==> src/rtl/sap_pkg.sv <==
// Shared definitions for the SAP register bank: operation codes and the
// swap-sequencer state encoding.
package sap_pkg;

  // Control-word operation field of the register bank
  typedef enum logic [2:0] {
    REG_NOP  = 3'd0,
    REG_INR  = 3'd1,
    REG_DCR  = 3'd2,
    REG_SHL  = 3'd3,
    REG_SHR  = 3'd4,
    REG_SWAP = 3'd5,
    REG_CLRR = 3'd6
  } reg_op_t;

  // Two-register swap sequence
  typedef enum logic [1:0] {
    S_IDLE = 2'd0,
    S_MOVE = 2'd1,
    S_FILL = 2'd2
  } swap_state_t;

endpackage

==> src/rtl/sap_register_bank_if.sv <==
// Control-word / W-bus connection between the controller-sequencer (master)
// and the register bank (slave).
interface sap_register_bank_if #(
  parameter int WIDTH    = 8,
  parameter int NUM_REGS = 4
);
  localparam int SEL_W = $clog2(NUM_REGS);

  logic             Lr_bar;
  logic             Er_bar;
  logic [2:0]       op;
  logic [SEL_W-1:0] sel;
  logic [SEL_W-1:0] sel_b;
  logic [WIDTH-1:0] data_in;
  logic [WIDTH-1:0] data_out;
  logic             bus_oe;
  logic             busy;
  logic             zero;
  logic             sign;
  logic             carry;

  modport master (
    output Lr_bar, Er_bar, op, sel, sel_b, data_in,
    input  data_out, bus_oe, busy, zero, sign, carry
  );

  modport slave (
    input  Lr_bar, Er_bar, op, sel, sel_b, data_in,
    output data_out, bus_oe, busy, zero, sign, carry
  );
endinterface

==> src/rtl/sap_reg_alu.sv <==
// Combinational single-cycle operation unit of the register bank.
// Shift operations exist only when SAP_REG_SHIFT_EN is defined; otherwise
// SHL/SHR decode as NOP (valid stays low).
module sap_reg_alu
  import sap_pkg::*;
#(
  parameter int WIDTH = 8
) (
  input  reg_op_t          op,
  input  logic [WIDTH-1:0] operand,
  output logic [WIDTH-1:0] result,
  output logic             zero,
  output logic             sign,
  output logic             carry,
  output logic             valid
);

  // Compute result and carry; valid marks ops that write the register and flags
  always_comb begin
    result = operand;
    carry  = 1'b0;
    valid  = 1'b0;
    case (op)
      REG_INR: begin
        {carry, result} = {1'b0, operand} + {{WIDTH{1'b0}}, 1'b1};
        valid           = 1'b1;
      end
      REG_DCR: begin
        // borrow appears in the extra top bit when wrapping 0 -> all-ones
        {carry, result} = {1'b0, operand} - {{WIDTH{1'b0}}, 1'b1};
        valid           = 1'b1;
      end
`ifdef SAP_REG_SHIFT_EN
      REG_SHL: begin
        result = {operand[WIDTH-2:0], 1'b0};
        carry  = operand[WIDTH-1];
        valid  = 1'b1;
      end
      REG_SHR: begin
        result = {1'b0, operand[WIDTH-1:1]};
        carry  = operand[0];
        valid  = 1'b1;
      end
`endif
      REG_CLRR: begin
        result = {WIDTH{1'b0}};
        carry  = 1'b0;
        valid  = 1'b1;
      end
      default: begin
        result = operand;
        carry  = 1'b0;
        valid  = 1'b0;
      end
    endcase
  end

  assign zero = (result == {WIDTH{1'b0}});
  assign sign = result[WIDTH-1];

endmodule

==> src/rtl/sap_register_bank.sv <==
// SAP general register bank: NUM_REGS registers loaded from the W bus,
// single-cycle INR/DCR/SHL/SHR/CLRR, and a three-state sequenced SWAP.
// Optional feature macro: SAP_REG_SHIFT_EN (enables SHL/SHR in sap_reg_alu).
module sap_register_bank
  import sap_pkg::*;
#(
  parameter int WIDTH    = 8,
  parameter int NUM_REGS = 4
) (
  input  logic                 CLK,
  input  logic                 CLR_bar,
  sap_register_bank_if.slave   bus
);

  localparam int SEL_W = $clog2(NUM_REGS);
  localparam logic [SEL_W:0] NUM_REGS_V = (SEL_W + 1)'(NUM_REGS);

  logic [WIDTH-1:0] regs_r [NUM_REGS];
  logic [WIDTH-1:0] tmp_r;
  logic [SEL_W-1:0] a_r;
  logic [SEL_W-1:0] b_r;
  swap_state_t      state_r;
  logic             zero_r;
  logic             sign_r;
  logic             carry_r;

  logic             sel_ok_s;
  logic             sel_b_ok_s;
  logic             idle_s;
  logic             do_load_s;
  logic             do_op_s;
  logic             do_swap_s;
  reg_op_t          op_s;
  logic [WIDTH-1:0] operand_s;
  logic [WIDTH-1:0] result_s;
  logic             alu_zero_s;
  logic             alu_sign_s;
  logic             alu_carry_s;
  logic             alu_valid_s;

  // Selects beyond NUM_REGS exist only when NUM_REGS is not a power of two
  assign sel_ok_s   = ({1'b0, bus.sel}   < NUM_REGS_V);
  assign sel_b_ok_s = ({1'b0, bus.sel_b} < NUM_REGS_V);
  assign op_s       = reg_op_t'(bus.op);
  assign idle_s     = (state_r == S_IDLE);

  // Read the selected register; out-of-range selects read as zero
  always_comb begin
    if (sel_ok_s) begin
      operand_s = regs_r[bus.sel];
    end else begin
      operand_s = {WIDTH{1'b0}};
    end
  end

  sap_reg_alu #(.WIDTH(WIDTH)) u_alu (
    .op      (op_s),
    .operand (operand_s),
    .result  (result_s),
    .zero    (alu_zero_s),
    .sign    (alu_sign_s),
    .carry   (alu_carry_s),
    .valid   (alu_valid_s)
  );

  // Command decode: commands only in IDLE, load beats any op in the same cycle
  assign do_load_s = idle_s & ~bus.Lr_bar & sel_ok_s;
  assign do_op_s   = idle_s &  bus.Lr_bar & sel_ok_s & alu_valid_s;
  assign do_swap_s = idle_s &  bus.Lr_bar & sel_ok_s & sel_b_ok_s & (op_s == REG_SWAP);

  // Swap sequencer: capture operands and R[sel] on acceptance, then MOVE, FILL
  always_ff @(posedge CLK or negedge CLR_bar) begin
    if (!CLR_bar) begin
      state_r <= S_IDLE;
      tmp_r   <= {WIDTH{1'b0}};
      a_r     <= {SEL_W{1'b0}};
      b_r     <= {SEL_W{1'b0}};
    end else begin
      case (state_r)
        S_IDLE: begin
          if (do_swap_s) begin
            tmp_r   <= operand_s;
            a_r     <= bus.sel;
            b_r     <= bus.sel_b;
            state_r <= S_MOVE;
          end else begin
            state_r <= S_IDLE;
          end
        end
        S_MOVE:  state_r <= S_FILL;
        S_FILL:  state_r <= S_IDLE;
        default: state_r <= S_IDLE;
      endcase
    end
  end

  // Register array writes: load / single-cycle op in IDLE, swap moves otherwise
  always_ff @(posedge CLK or negedge CLR_bar) begin
    if (!CLR_bar) begin
      for (int i = 0; i < NUM_REGS; i++) begin
        regs_r[i] <= {WIDTH{1'b0}};
      end
    end else begin
      case (state_r)
        S_IDLE: begin
          if (do_load_s) begin
            regs_r[bus.sel] <= bus.data_in;
          end else if (do_op_s) begin
            regs_r[bus.sel] <= result_s;
          end else begin
            regs_r[0] <= regs_r[0];
          end
        end
        S_MOVE:  regs_r[a_r] <= regs_r[b_r];
        S_FILL:  regs_r[b_r] <= tmp_r;
        default: regs_r[0]   <= regs_r[0];
      endcase
    end
  end

  // Flags follow only the arithmetic/shift/clear ops
  always_ff @(posedge CLK or negedge CLR_bar) begin
    if (!CLR_bar) begin
      zero_r  <= 1'b0;
      sign_r  <= 1'b0;
      carry_r <= 1'b0;
    end else if (do_op_s) begin
      zero_r  <= alu_zero_s;
      sign_r  <= alu_sign_s;
      carry_r <= alu_carry_s;
    end else begin
      zero_r  <= zero_r;
      sign_r  <= sign_r;
      carry_r <= carry_r;
    end
  end

  assign bus.data_out = operand_s;
  assign bus.busy     = ~idle_s;
  assign bus.bus_oe   = ~bus.Er_bar & idle_s;
  assign bus.zero     = zero_r;
  assign bus.sign     = sign_r;
  assign bus.carry    = carry_r;

endmodule

==> src/flat_wrapper.sv <==
// flat-port wrapper written by rule: the top's interface ports become plain ports
module sap_register_bank_flat import sap_pkg::*;
#(
  parameter int WIDTH    = 8,
  parameter int NUM_REGS = 4
)
  (CLK, CLR_bar, bus_Lr_bar, bus_Er_bar, bus_op, bus_sel, bus_sel_b, bus_data_in, bus_data_out, bus_bus_oe, bus_busy, bus_zero, bus_sign, bus_carry);
  sap_register_bank_if #(.WIDTH(WIDTH), .NUM_REGS(NUM_REGS)) bus_i ();
  input  logic CLK;
  input  logic CLR_bar;
  input wire logic [$bits(bus_i.Lr_bar)-1:0] bus_Lr_bar;
  input wire logic [$bits(bus_i.Er_bar)-1:0] bus_Er_bar;
  input wire logic [$bits(bus_i.op)-1:0] bus_op;
  input wire logic [$bits(bus_i.sel)-1:0] bus_sel;
  input wire logic [$bits(bus_i.sel_b)-1:0] bus_sel_b;
  input wire logic [$bits(bus_i.data_in)-1:0] bus_data_in;
  output wire logic [$bits(bus_i.data_out)-1:0] bus_data_out;
  output wire logic [$bits(bus_i.bus_oe)-1:0] bus_bus_oe;
  output wire logic [$bits(bus_i.busy)-1:0] bus_busy;
  output wire logic [$bits(bus_i.zero)-1:0] bus_zero;
  output wire logic [$bits(bus_i.sign)-1:0] bus_sign;
  output wire logic [$bits(bus_i.carry)-1:0] bus_carry;
  assign bus_i.Lr_bar = bus_Lr_bar;
  assign bus_i.Er_bar = bus_Er_bar;
  assign bus_i.op = bus_op;
  assign bus_i.sel = bus_sel;
  assign bus_i.sel_b = bus_sel_b;
  assign bus_i.data_in = bus_data_in;
  assign bus_data_out = bus_i.data_out;
  assign bus_bus_oe = bus_i.bus_oe;
  assign bus_busy = bus_i.busy;
  assign bus_zero = bus_i.zero;
  assign bus_sign = bus_i.sign;
  assign bus_carry = bus_i.carry;
  sap_register_bank #(.WIDTH(WIDTH), .NUM_REGS(NUM_REGS)) u_core (.CLK(CLK), .CLR_bar(CLR_bar), .bus(bus_i));
endmodule
==> config.mk <==
export PLATFORM = sky130hd
export DESIGN_NAME = sap_register_bank_flat
export DESIGN_NICKNAME = d
export VERILOG_FILES = /design/src/rtl/sap_pkg.sv /design/src/rtl/sap_register_bank_if.sv /design/src/rtl/sap_reg_alu.sv /design/src/rtl/sap_register_bank.sv /design/src/flat_wrapper.sv
export SDC_FILE = /design/constraint.sdc
export NUM_CORES = 1
export LEC_CHECK = 0
export CAP_MARGIN = 20
export CORE_UTILIZATION = 54
export DETAILED_ROUTE_END_ITERATION = 10
export HOLD_SLACK_MARGIN = 0.02
export PLACE_DENSITY = 0.84
export SYNTH_ARGS = -nofsm -noshare
export SYNTH_HDL_FRONTEND = slang
export SYNTH_HIERARCHICAL = 1
export SYNTH_SLANG_ARGS = --single-unit
==> constraint.sdc <==
create_clock -name CLK -period 2.71 [get_ports CLK]
set_input_delay 0.271 -clock CLK [delete_from_list [all_inputs] [get_ports CLK]]
set_output_delay 0.271 -clock CLK [all_outputs]
set_load 0.05 [all_outputs]
==> results of run 1 <==
[area by class of cell]
type,instances,area share
multi-input cells,375,0.558
well taps,102,0.0232
clock buffers,7,0.0139
repair buffers,114,0.172
clock inverters,1,0.00136
flip-flops and latches,49,0.223
inverters,12,0.00863
[logic make-up (layout without fill, tap and decap cells)]
| family | after synthesis | after routing | share of synthesized area |
|---|---|---|---|
| AOI/OAI and AO/OA | 157 | 157 | 0.251 |
| xor gates and xnor gates | 2 | 2 | 0.00411 |
| adders and majority gates | 7 | 7 | 0.0206 |
| buffers and inverters | 49 | 134 | 0.0544 |
| DFF | 49 | 49 | 0.288 |
| muxes | 80 | 80 | 0.217 |
| and+or+nand+nor | 129 | 129 | 0.165 |
[cell usage in the layout, fill, tap and decap left out, drive strengths merged, types with 8 or more instances in the layout]
master and n:
nand2 21, a31oi 11, a21oi 28, inv 12
clkdlybuf4s50 20, nand3 12, o21ai 21, nor2b 13
nor2 31, nor3 9, o22ai 33, dfrtp 49
o2bb2ai 26, mux2i 53, mux2 19, buf 91
nand2b 12, mux4 8
[repair_timing]
item                                   in CTS  in global routing
hold buffers                                1                  0
buffers inserted                            8                  8
setup endpoints to repair                  34                 34
pin swaps                                  17                 22
resized for setup                          18                 33
endpoints found under the hold margin      23                  0
[critical path, cell delays in order]
cell	delay (ns)
dlygate4sd2_1	0.24
buf_6	0.12
buf_4	0.12
buf_4	0.17
mux4_2	0.54
nand3_1	0.21
or4_1	0.44
a21o_1	0.21
o211ai_1	0.22
mux2i_4	0.17
o22ai_1	0.19
a21oi_1	0.07
o2bb2ai_1	0.16
[worst max-delay path by stage]
| stage | end | cells after the start |
|---|---|---|
| after floorplan | flop | 10 |
| after CTS | flop | 9 |
| after global routing | flop | 13 |
| after detailed placement | flop | 10 |
| final | flop | 13 |
| after global placement | flop | 10 |
[metrics by stage]
stage | hold WS (ns) | setup slack [ns] | util
floorplan | -0.0246 | -0.131 | -
global placement | 0.287 | -0.600 | 0.662
detailed placement | 0.289 | -0.668 | 0.662
CTS | 0.501 | -0.207 | 0.691
global route | 0.553 | -0.356 | 0.717
finish | 0.486 | -0.215 | 0.717
[routing by layer]
layer,up-vias,global-route usage,wire length (µm)
li1,2004,-,-
met1,2194,0.506,5980
met2,401,0.593,7180
met3,110,0.0732,1820
met4,0,0.205,1010
met5,-,0,0
[power breakdown]
group	switching (mW)	internal, mW	leakage (nW)
logic	0.880	0.713	1.60
clock network	0.259	0.184	0.0385
registers	0.158	0.831	0.652
==> qor.csv, run 1 <==
stage,metric,value,unit
timing,finalCritPeriodShare,1.08,
clock_network,clk_pin_slew,0.09,ns
routing,dr.first_iter.drc_count,630,
clock_network,cts_tree,built,
die,die_x,90.8,µm
power,leakage,2.29,nW
synthesis,synthTopCellsByArea,"dfrtp_1 29%, mux2i_1 12%, o2bb2ai_1 5.3%",
place,io_buffer_count,31,
timing,worst_pin_slew,1.03,ns
power,peakVddDrop,0.387,mV
timing,setup_viol,22,
timing,fin_tns_setup,-2.30,ns
die,io_pins,32,
global_routing,grt_overflow_total,0,
synthesis,mappedNetlistArea,4260,µm²
routing,antenna_left,0,
cells_and_area,final_area,5510,µm²
synthesis,yosys-top-cells-count,"53 x mux2i_1, 49 x dfrtp_1, 33 x o22ai_1, 30 x nor2_1, 28 x a21oi_1",
synthesis,ys.flop_type,dfrtp_1,
die,die-area,8240,µm²
global_routing,grt_pass1_wl,24.3,mm
global_routing,grt_max_degree,32,
synthesis,synth-seq-cells,49,
routing,wire_per_inst,24.2,µm
worst_setup_path,critPathKind,in2reg,
synthesis,yosysUniqueCellTypes,59,
clock_network,cts_made_buffers,5,
place,dpl.cell_count,637,
clock_network,clock-sinks,49,
synthesis,synth_cells,473,
power,p_per_area,549,nW/µm²
timing,final-max-slew-violation-count,0,
worst_setup_path,endpoint_kind,flop,
synthesis,syn_nets,499,
worst_setup_path,regToRegSetupSlack,-0.20,ns
worst_setup_path,rr_worst_depth,9,
timing,min_period,2.92,ns
cells_and_area,area_growth,29.4,%
clock_network,cts_max_level,2,
clock_network,cts_buffer_depth,2,
worst_setup_path,startpoint,bus_sel[0],
die,fp.dieH,90.8,µm
routing,drc,0,
timing,relSlewSlack,0.309,
timing,finalClockSkew,0.00343,ns
place,dp_hpwl,10.5,mm
die,rows,32,
timing,hold_viol_final,0,
global_routing,grt_usage,0.383,
cells_and_area,multiInputGateArea,3070,µm²
min_path,min_path_type,in2async,
cells_and_area,final-seq-area,1230,µm²
timing,fmax,342,MHz
clock_network,cts_root_buf,clkbuf_8,
cells_and_area,fin_nets,583,
synthesis,synth_area_leader_cell,dfrtp_1,
synthesis,postSynthAreaPerCell,9.00,µm²
status,outcome,"complete, but fails checks",
global_routing,first_global_vias,4428,
timing,fin_ws,-0.215,ns
cells_and_area,final_cells,660,
place,gp_congestion,0.984,
clock_network,insertion_delay,0.30,ns
global_routing,antenna_found_initial,0,
worst_setup_path,cp_max_fo,10,
cells_and_area,fillers,573,
routing,drt_wl_total,16.0,mm
place,dpl_cell_area,5090,µm²
synthesis,yosysMostFrequentCell,mux2i_1,
cells_and_area,drive_gt1_frac,0.305,
synthesis,synth_warnings,6,
cells_and_area,n_antenna_cell,0,
power,total_power,3.03,mW
worst_setup_path,critical_path_required,2.94,ns
die,start_util,0.554,
routing,routed_via_density,7.13,
synthesis,synth_seq_area_share,0.288,
routing,dr.pass1.iters,6,
timing,rsz0062_at_grt,yes,
worst_setup_path,critPathArrivalTime,3.15,ns
flow_run,maxCapViolCount,0,
routing,vias,4709,
status,violations,setup timing,
synthesis,synth_top_cell_area_share,0.288,
synthesis,synth-async-reset-ratio,1.00,
die,core_region_area,7690,µm²
synthesis,synth_edf_count,0,
worst_setup_path,start_kind,primary input,
(Power assumes the default switching activity.)
==> run 2: changes to the inputs <==
--- a/config.mk
+++ b/config.mk
@@ -5,11 +5,12 @@
 export SDC_FILE = /design/constraint.sdc
 export NUM_CORES = 1
 export LEC_CHECK = 0
+export ABC_AREA = 1
 export CAP_MARGIN = 20
-export CORE_UTILIZATION = 54
+export CORE_UTILIZATION = 55
 export DETAILED_ROUTE_END_ITERATION = 10
 export HOLD_SLACK_MARGIN = 0.02
-export PLACE_DENSITY = 0.84
+export PLACE_DENSITY = 0.85
 export SYNTH_ARGS = -nofsm -noshare
 export SYNTH_HDL_FRONTEND = slang
 export SYNTH_HIERARCHICAL = 1
==> run 2 against run 1 <==
  * The run now ends clean
  * Synthesized cell count rose by 69%
  * Sequential share of layout area fell by 0.52 points
  * First-iteration DRC count rose by 20%
  * Worst setup slack improved by 0.40 ns
  * Combinational power rose by 23%
  * Design area rose by 2.1%
  * Power rose by 18%
  * Wire length rose by 6.1%
  * Final cell count rose by 44%
  * Flip-flop and latch count did not move
==> qor.csv, run 2 <==
stage,metric,value,unit,change
synthesis,synthTopCellsByArea,"dfrtp_1 25%, nand2_1 22%, nor2_1 8.0%",,"was dfrtp_1 29%, mux2i_1 12%, o2bb2ai_1 5.3%"
worst_setup_path,cpMostUsedCell,nand2_1,,was buf_4
clock_network,post_cts_buffers,0,,was 8
synthesis,yosys-top-cells-count,"278 x nand2_1, 103 x nor2_1, 81 x inv_1, 52 x nand3_1, 49 x dfrtp_1",,"was 53 x mux2i_1, 49 x dfrtp_1, 33 x o22ai_1, 30 x nor2_1, 28 x a21oi_1"
global_routing,first_global_vias,5380,,was 4428
synthesis,yosysUniqueCellTypes,34,,was 59
power,leakage,2.82,nW,was 2.29 nW
clock_network,cts_max_level,2,,unchanged
status,outcome,finished clean,,"was complete, but fails checks"
cells_and_area,drive_gt1_frac,0.164,,was 0.305
clock_network,cts_root_buf,clkbuf_8,,unchanged
synthesis,synth.area.mux_share,0.00701,,was 0.217
synthesis,postSynthAreaPerCell,6.04,µm²,was 9.00 µm²
global_routing,grt_max_degree,37,,was 32
synthesis,synth_area_leader_cell,dfrtp_1,,unchanged
place,dpl_cell_area,5500,µm²,was 5090 µm²
power,peakVddDrop,0.394,mV,was 0.387 mV
min_path,min_path_type,in2async,,unchanged
worst_setup_path,critical_path_required,2.91,ns,was 2.94 ns
global_routing,grt_pass1_wl,27.1,mm,was 24.3 mm
cells_and_area,final_area,5630,µm²,was 5510 µm²
worst_setup_path,regToRegSetupSlack,0.24,ns,was -0.20 ns
synthesis,synthSimpleGateAreaFrac,0.409,,was 0.165
die,fp.dieH,95.6,µm,was 90.8 µm
worst_setup_path,crit_buf_inv,5,,was 4
clock_network,clk_pin_slew,0.10,ns,was 0.09 ns
die,core_region_area,8340,µm²,was 7690 µm²
clock_network,insertion_delay,0.31,ns,was 0.30 ns
die,io_pins,32,,unchanged
routing,dr.first_iter.drc_count,759,,was 630
routing,vias,5792,,was 4709
timing,finalClockSkew,0.00412,ns,was 0.00343 ns
power,total_power,3.56,mW,was 3.03 mW
timing,fin_ws,0.184,ns,was -0.215 ns
routing,drt_wl_total,17.0,mm,was 16.0 mm
synthesis,synth_compound_area_frac,0.201,,was 0.251
cells_and_area,utilization,0.674,,was 0.717
synthesis,synth_cells,798,,was 473
synthesis,synth_warnings,6,,unchanged
worst_setup_path,critPathMaxStageDelay,0.36,ns,was 0.54 ns
worst_setup_path,critPathKind,in2reg,,unchanged
synthesis,synthXorXnorAreaFrac,0,,was 0.00411
synthesis,synth_top_family_by_area,simple AND/OR/NAND/NOR gates,,was compound AO/OA/AOI/OAI gates
synthesis,ys.flop_type,dfrtp_1,,unchanged
synthesis,mappedNetlistArea,4820,µm²,was 4260 µm²
cells_and_area,area_growth,16.8,%,was 29.4%
timing,hold_viol_final,0,,unchanged
routing,drc,0,,unchanged
cells_and_area,n_antenna_cell,0,,unchanged
global_routing,grt_overflow_total,0,,unchanged
die,die_x,95.6,µm,was 90.8 µm
synthesis,synth-adder-area-share,0.0182,,was 0.0206
clock_network,clock-sinks,49,,unchanged
worst_setup_path,path_cells,"dlygate4sd2_1, inv_1, nand2_2, inv_2, a22oi_1, o221ai_2, inv_2, ha_1, nand2_1, nor2_2, nand2_1, nand3_1, o211ai_1, inv_1, nand2_1, o21ai_2, nor2_1, nor2_1, a21oi_2",,"was dlygate4sd2_1, buf_6, buf_4, buf_4, mux4_2, nand3_1, or4_1, a21o_1, o211ai_1, mux2i_4, o22ai_1, a21oi_1, o2bb2ai_1"
synthesis,synth_top_cell_area_share,0.255,,was 0.288
worst_setup_path,cp_max_fo,7,,was 10
timing,rsz0062_at_grt,no,,was yes
routing,wire_per_inst,17.9,µm,was 24.2 µm
cells_and_area,final_cell_mix,"277 x nand2_1, 103 x nor2_1, 81 x inv_1",,"was 84 x buf_4, 46 x mux2i_1, 46 x dfrtp_1"
timing,timing.hold.ws,0.494,ns,was 0.486 ns
synthesis,syn_nets,824,,was 499
die,die-area,9140,µm²,was 8240 µm²
synthesis,synth-async-reset-ratio,1.00,,unchanged
synthesis,synth_edf_count,0,,unchanged
worst_setup_path,cpMaxStageDelayCell,dlygate4sd2_1,,was mux4_2
timing,setup_viol,0,,was 22
worst_setup_path,endpoint_kind,flop,,unchanged
worst_setup_path,rr_worst_depth,14,,was 9
synthesis,yosysMostFrequentCell,nand2_1,,was mux2i_1
place,post-place-ws,-0.398,ns,was -0.668 ns
synthesis,synth_seq_area_share,0.255,,was 0.288
place,gp_congestion,0.987,,was 0.984
place,dp_hpwl,12.1,mm,was 10.5 mm
timing,min_period,2.53,ns,was 2.92 ns
die,start_util,0.578,,was 0.554
cells_and_area,fillers,759,,was 573
power,p_per_area,633,nW/µm²,was 549 nW/µm²
routing,antenna_left,0,,unchanged
cells_and_area,fin_nets,870,,was 583
worst_setup_path,critPathArrivalTime,2.73,ns,was 3.15 ns
global_routing,grt_usage,0.396,,was 0.383
die,rows,33,,was 32
cells_and_area,final_common_cell,nand2_1,,was buf_4
clock_network,cts_buffer_depth,2,,unchanged
timing,fmax,396,MHz,was 342 MHz
timing,relSlewSlack,0.481,,was 0.309
routing,dr.pass1.iters,6,,unchanged
global_routing,antenna_found_initial,0,,unchanged
routing,routed_via_density,6.10,,was 7.13
clock_network,cts_made_buffers,5,,unchanged
timing,worst_pin_slew,0.777,ns,was 1.03 ns
synthesis,synth-seq-cells,49,,unchanged
place,io_buffer_count,31,,unchanged
worst_setup_path,start_kind,primary input,,unchanged
timing,final-max-slew-violation-count,0,,unchanged
timing,finalCritPeriodShare,0.932,,was 1.08
clock_network,cts_tree,built,,unchanged
worst_setup_path,cp_top_family,simple AND/OR/NAND/NOR gates,,was compound AO/OA/AOI/OAI gates
flow_run,maxCapViolCount,0,,unchanged
==> run 2: layout make-up <==
type	instances	area (µm²)	share of cell area
Sequential cell	49	1230	0.218
Inverter	94	360	0.0641
Multi-Input combinational cell	625	3120	0.555
Clock buffer	6	82.6	0.0147
Timing Repair Buffer	69	687	0.122
Tap cell	105	131	0.0234
Clock inverter	2	13.8	0.00245
==> run 2: worst max-delay path by stage <==
stage | depth (start not counted) | end | startpoint
after floorplan | 14 | flop | bus_sel[1]
after CTS | 19 | flop | bus_sel[0]
after global routing | 20 | flop | bus_sel[1]
after detailed placement | 19 | flop | bus_sel[1]
final | 19 | flop | bus_sel[1]
after global placement | 19 | flop | bus_sel[1]
==> run 2: worst reg2reg max path, cell delays in order, from the launching register on <==
cell	delay, ns
dfrtp_1	0.41
inv_1	0.14
nor2_1	0.07
a21oi_1	0.14
o221ai_2	0.25
buf_4	0.26
or2_0	0.23
nand3_1	0.10
nand3_1	0.15
inv_1	0.11
nand2_1	0.08
o21ai_2	0.14
nor2_1	0.07
nor2_1	0.16
a21oi_2	0.07
==> run 2: repair_timing <==
item	in CTS	in global routing
endpoints found under the setup margin	9	27
hold buffers	1	0
hold endpoints to repair	24	0
resized for setup	4	3
==> run 2: routing by layer <==
layer | part of all wire | GRT usage | up-vias
li1 | - | - | 2656
met1 | 0.37 | 0.517 | 2573
met2 | 0.43 | 0.593 | 463
met3 | 0.14 | 0.108 | 100
met4 | 0.061 | 0.210 | 0
met5 | 0 | 0 | -
==> run 2: logic make-up after synthesis <==
family / count (synthesis)
compound gates: 146
buf+inv: 124
flops: 49
fa+ha+maj: 7
simple gates: 469
mux: 3
==> run 2: per-stage QoR <==
stage	setup TNS [ns]	std cells
floorplan	0	798
global placement	-4.46	941
detailed placement	-8.02	941
CTS	0	950
global route	0	950
finish	0	950
==> run 2: power by group <==
| part | leakage (nW) | internal [mW] | total [mW] | switching [mW] |
|---|---|---|---|---|
| Clock | 0.0512 | 0.208 | 0.474 | 0.267 |
| Combinational | 2.17 | 0.660 | 1.96 | 1.30 |
| Sequential | 0.596 | 0.888 | 1.13 | 0.237 |
| Total | 2.82 | 1.76 | 3.56 | 1.81 |
